File: config.mk
export PLATFORM = sky130hd
export DESIGN_NAME = custom_leds_pwm
export DESIGN_NICKNAME = d
export VERILOG_FILES = /design/src/rtl/custom_leds_pwm.sv
export SDC_FILE = /design/constraint.sdc
export NUM_CORES = 1
export LEC_CHECK = 0
export ABC_AREA = 1
export BUFFER_PORTS_ARGS = -buffer_cell sky130_fd_sc_hd__buf_2
export CAP_MARGIN = 20
export CORE_MARGIN = 10
export CORE_UTILIZATION = 57
export DETAILED_ROUTE_END_ITERATION = 8
export PLACE_DENSITY = 0.84
export SKIP_CTS_REPAIR_TIMING = 1
export SLEW_MARGIN = 15
export SYNTH_ARGS = -nofsm -noshare
export SYNTH_HDL_FRONTEND = slang
export SYNTH_SLANG_ARGS = --single-unit
File: constraint.sdc
create_clock -name clk -period 8.5 [get_ports clk]
set_input_delay 1.7 -clock clk [delete_from_list [all_inputs] [get_ports clk]]
set_output_delay 1.7 -clock clk [all_outputs]
set_load 0.01 [all_outputs]
File: src/rtl/custom_leds_pwm.sv
// custom_leds_pwm: Avalon-MM LED driver with per-LED 4-bit PWM brightness and optional global blink.
// Define CUSTOM_LEDS_PWM_BLINK_EN to build the blink frame counter and the BLINK register.
module custom_leds_pwm #(
    parameter logic [15:0] PRESCALE_RST = 16'd999,
    parameter logic [23:0] BLINK_RST    = 24'd100
) (
    input  logic        clk,
    input  logic        reset,
    input  logic [1:0]  avs_address,
    input  logic        avs_read,
    input  logic        avs_write,
    input  logic [31:0] avs_writedata,
    output logic [31:0] avs_readdata,
    output logic [7:0]  leds
);
    localparam int unsigned NUM_LEDS   = 8;
    localparam int unsigned DUTY_W     = 4;
    localparam int unsigned PCNT_W     = 16;
    localparam int unsigned FCNT_W     = 24;
    localparam int unsigned DATA_W     = 32;
    localparam int unsigned PHASE_LAST = 14;

    localparam logic [1:0] ADDR_CTRL     = 2'd0;
    localparam logic [1:0] ADDR_DUTY     = 2'd1;
    localparam logic [1:0] ADDR_PRESCALE = 2'd2;
    localparam logic [1:0] ADDR_BLINK    = 2'd3;

    logic                          en;
    logic [DATA_W-1:0]             duty_wr;
    logic [DATA_W-1:0]             duty_act;
    logic [PCNT_W-1:0]             prescale;
    logic [PCNT_W-1:0]             pcnt;
    logic [DUTY_W-1:0]             phase;
    logic                          blink_en;
    logic [FCNT_W-1:0]             blink;
    logic                          tick;
    logic                          frame;
    logic                          blank;
    logic                          wr_ctrl;
    logic                          wr_duty;
    logic                          wr_prescale;
    logic                          wr_blink;
    logic [NUM_LEDS-1:0]           leds_nxt;
    logic [DATA_W-1:0]             rd_mux;

    // Write decode and prescaler/frame strobes
    always_comb begin
        wr_ctrl     = avs_write && (avs_address == ADDR_CTRL);
        wr_duty     = avs_write && (avs_address == ADDR_DUTY);
        wr_prescale = avs_write && (avs_address == ADDR_PRESCALE);
        wr_blink    = avs_write && (avs_address == ADDR_BLINK);
        tick        = en && (pcnt >= prescale);
        frame       = tick && (phase == DUTY_W'(PHASE_LAST));
    end

    always_ff @(posedge clk or posedge reset) begin
        if (reset) begin
            en       <= 1'b0;
            duty_wr  <= '0;
            prescale <= PRESCALE_RST;
        end else begin
            if (wr_ctrl)     en       <= avs_writedata[0];
            if (wr_duty)     duty_wr  <= avs_writedata;
            if (wr_prescale) prescale <= avs_writedata[PCNT_W-1:0];
        end
    end

    // Prescaler, phase and duty shadow; all parked while disabled
    always_ff @(posedge clk or posedge reset) begin
        if (reset) begin
            pcnt     <= '0;
            phase    <= '0;
            duty_act <= '0;
        end else if (!en) begin
            pcnt     <= '0;
            phase    <= '0;
            duty_act <= duty_wr;
        end else begin
            pcnt <= tick ? '0 : pcnt + PCNT_W'(1);
            if (tick) phase <= frame ? '0 : phase + DUTY_W'(1);
            if (frame) duty_act <= duty_wr;
        end
    end

`ifdef CUSTOM_LEDS_PWM_BLINK_EN
    logic [FCNT_W-1:0] fcnt;
    logic              bstate;

    // Blink half-period counted in whole PWM frames
    always_ff @(posedge clk or posedge reset) begin
        if (reset) begin
            blink_en <= 1'b0;
            blink    <= BLINK_RST;
            fcnt     <= '0;
            bstate   <= 1'b0;
        end else begin
            if (wr_ctrl)  blink_en <= avs_writedata[1];
            if (wr_blink) blink    <= avs_writedata[FCNT_W-1:0];
            if (!en) begin
                fcnt   <= '0;
                bstate <= 1'b0;
            end else if (frame) begin
                if (fcnt >= blink) begin
                    fcnt   <= '0;
                    bstate <= ~bstate;
                end else begin
                    fcnt <= fcnt + FCNT_W'(1);
                end
            end
        end
    end

    always_comb blank = blink_en && bstate;
`else
    logic unused_blink;

    always_comb begin
        blink_en = 1'b0;
        blink    = '0;
        blank    = 1'b0;
    end

    assign unused_blink = ^{BLINK_RST, wr_blink};
`endif

    always_comb begin
        leds_nxt = '0;
        for (int i = 0; i < NUM_LEDS; i++) begin
            leds_nxt[i] = en && (phase < duty_act[i*DUTY_W +: DUTY_W]) && !blank;
        end
    end

    always_comb begin
        rd_mux = '0;
        case (avs_address)
            ADDR_CTRL:     rd_mux = {30'd0, blink_en, en};
            ADDR_DUTY:     rd_mux = duty_wr;
            ADDR_PRESCALE: rd_mux = {16'd0, prescale};
            default:       rd_mux = {8'd0, blink};
        endcase
    end

    // Registered LED drive and read data (held between reads)
    always_ff @(posedge clk or posedge reset) begin
        if (reset) begin
            leds         <= '0;
            avs_readdata <= '0;
        end else begin
            leds <= leds_nxt;
            if (avs_read) avs_readdata <= rd_mux;
        end
    end
endmodule

==> out/metrics.yaml <==
synthesis:
  synthCells: 749
  synth_cell_types: 30
  ys_ff_latch: 141
  yosys_warnings: 0
  yosysSeqAreaShare_pct: 52.58
  synth.avg_cell_area_um2: 8.984
  syn-num-nets: 830
  synthesis.area_um2: 6729
floorplanning:
  core_um2: 11470
  initial_core_util_pct: 58.68
  dieHeight_um: 128.7
  die_x_um: 128.7
  rows: 39
  boundaryPins: 78
  die_area_um2: 16550
power_and_ir_drop:
  power_leakage_nw: 4.039
  p_per_area_nw_per_um2: 249.5
  p_int_mw: 1.342
  ir_drop_mv: 0.1576
  p_seq_share_pct: 45.4
  pwr-share-comb_pct: 18.4
  swShare_pct: 30.65
  pwr-share-clk_pct: 36.2
  power_switching_mw: 0.5931
drt:
  detail-route-antenna-nets: 0
  dr.pass1.iters: 5
  vias: 5463
  first_iter_violations: 571
  routed_wl_mm: 16.54
  wl_per_cell_um: 16.98
  viasPerCell: 5.609
  drc_errors: 0
clock_tree:
  cts_tree: "built"
  clk_latency_ns: 0.43
  cts.clk_slew.worst_paths_ns: 0.06
  clock_sinks: 141
  cts_max_level: 4
  ctsLongestPathBuffers: 2
  root_buffer: "clkbuf_16"
  cts_made_buffers: 17
critical_path:
  reg2reg_slack_ns: 5.87
  critPathLaunchType: "input pin"
  crit_path_cell_trace: "buf_2 > inv_1 > nor2_2 > nand2_1 > o21ai_0"
  crit_type: "in2reg"
  critPathSlowestCell: "nand2_1"
  required_ns: 8.82
  critPathTopFamily: "simple AND/OR/NAND/NOR gates"
  endpoint_kind: "flip-flop"
  crit_fanout: 32
  max_stage_delay_ns: 0.83
  worst-path-stages: 5
  r2r_cells: 13
  critPathBufInv: 2
  critPathArrivalTime_ns: 3.82
placement:
  place.port_buffers: 77
  dp_cells: 941
  dpl.hpwl_mm: 10.88
  place_congestion: 0.8121
sta:
  period_share_pct: 41.20
  rsz0062_at_grt: "false"
  finalSetupViolations: 0
  slew_violations: 0
  tightest_slew_ns: 1.082
  slew_headroom_pct: 27.86
  finalSetupTns_ns: 0
  hold_slack_ns: 0.4685
  fmax_mhz: 285.6
  hold_viol: 0
  period_needed_ns: 3.502
  skew_ns: 0.004897
grt:
  grt_max_degree: 75
  track_usage_pct: 20.81
  grt_pass1_vias: 5415
  grt_pass1_wl_mm: 27.74
  antenna_found_initial: 0
  grt_overflow: 0
hold_path:
  worstHoldPathCells: 1
  hold_class: "reg2reg"
cells_and_area:
  area.sequential_um2: 3538
  syn2layout_area_growth_pct: 15.23
  drive_gt1_share_pct: 17.69
  layout_common_cells: "nand2_1 (180), dfrtp_1 (133), inv_1 (96)"
  finalNonFillerCells: 974
  fill_cells: 834
  final_nets: 899
  n_antenna_cell: 0
  multiInputGateArea_um2: 2663
  fin_util_pct: 67.62
  layout_commonest_cell: "nand2_1"
status:
  status: "finished, final reports clean"
flow_run:
  cap_violations: 0
synth_stat cells:
cell,instances,area share (%)
a21boi_0,8,0.89
a21o_1,1,0.11
a21oi_1,16,1.2
a31oi_1,16,1.5
buf_2,8,0.60
buf_4,3,0.33
buf_6,2,0.33
clkbuf_1,19,1.1
clkinv_1,1,0.056
dfrtp_1,133,49
dfstp_2,8,3.1
ha_1,43,8.0
inv_1,97,5.4
inv_2,1,0.056
mux2_2,17,2.8
nand2_1,180,10
nand2_2,2,0.19
nand3_1,61,4.5
nand3_2,1,0.15
nand4_1,6,0.56
nor2_1,44,2.5
nor2_2,4,0.37
nor3_1,8,0.60
nor3_2,1,0.15
nor4_1,1,0.093
o211ai_1,8,0.89
o21ai_0,49,3.6
o21ai_1,1,0.074
o311ai_0,1,0.13
xor2_1,9,1.2
power groups by stage:
stage | clock [mW] | combinational, mW | sequential (mW)
after detailed placement | 0 | 0.347 | 0.884
after CTS | 0.706 | 0.355 | 0.875
after global routing | 0.739 | 0.408 | 0.891
after global placement | 0 | 0.333 | 0.880
final | 0.700 | 0.357 | 0.878
after floorplan | 0 | 0.241 | 0.872
state kept, by name (all words and copies together) (netlist names):
register	flops
avs_readdata	32
duty_act	32
duty_wr	32
pcnt	16
prescale	16
leds	8
phase	4
en	1
metal layers:
layer / GRT usage (%) / up-vias / wire (um)
li1: - / 2564 / -
met3: 4.887 / 42 / 1144
met4: 8.644 / 0 / 412
met1: 27.31 / 2620 / 7034
met5: 0 / - / 0
met2: 32.50 / 237 / 7950
area by class of cell:
| class | instances | share of cell area, % |
|---|---|---|
| sequential | 141 | 45.63 |
| multi-input combinational | 477 | 34.34 |
| clock buffer | 20 | 5.761 |
| timing repair buffer | 82 | 5.616 |
| inverter | 99 | 4.857 |
| tap | 143 | 2.308 |
| clock inverter | 12 | 1.485 |
per-stage QoR:
step / instance area (um2) / setup WS [ns] / power [mW]
2_1_floorplan: 6729 / 3.032 / 1.113
3_3_place_gp: 7172 / 4.918 / 1.213
4_1_cts: 7734 / 5.011 / 1.936
6_report: 7754 / 4.998 / 1.935
3_5_place_dp: 7172 / 4.681 / 1.231
5_1_grt: 7754 / 4.839 / 2.039
path summary, 6_finish.rpt:
kind                                         end            from
worst min register to register           pcnt[0]         pcnt[0]
worst min-delay path                     pcnt[0]         pcnt[0]
max in group asynchronous               phase[1]           reset
worst max register to register       duty_act[6]     prescale[5]
min in group asynchronous       avs_readdata[15]           reset
worst max-delay path                 prescale[6]  avs_address[1]
worst register-to-register path: cells and delay by family (launching register included):
| kind | cells | cell delay [ns] |
|---|---|---|
| flops | 1 | 0.55 |
| simple gates | 11 | 1.66 |
| buf+inv | 1 | 0.05 |
| fa+ha+maj | 1 | 0.30 |
cell families after synthesis:
family,after synthesis,synth area share (%)
AO/OA/AOI/OAI,100,8.423
AND/OR/NAND/NOR,308,19.13
buffers and inverters,131,7.847
adder cells (fa/ha/maj),43,7.996
XOR/XNOR,9,1.172
flip-flops,141,52.58
multiplexers,17,2.845
Power figures use the tool's default switching activity.
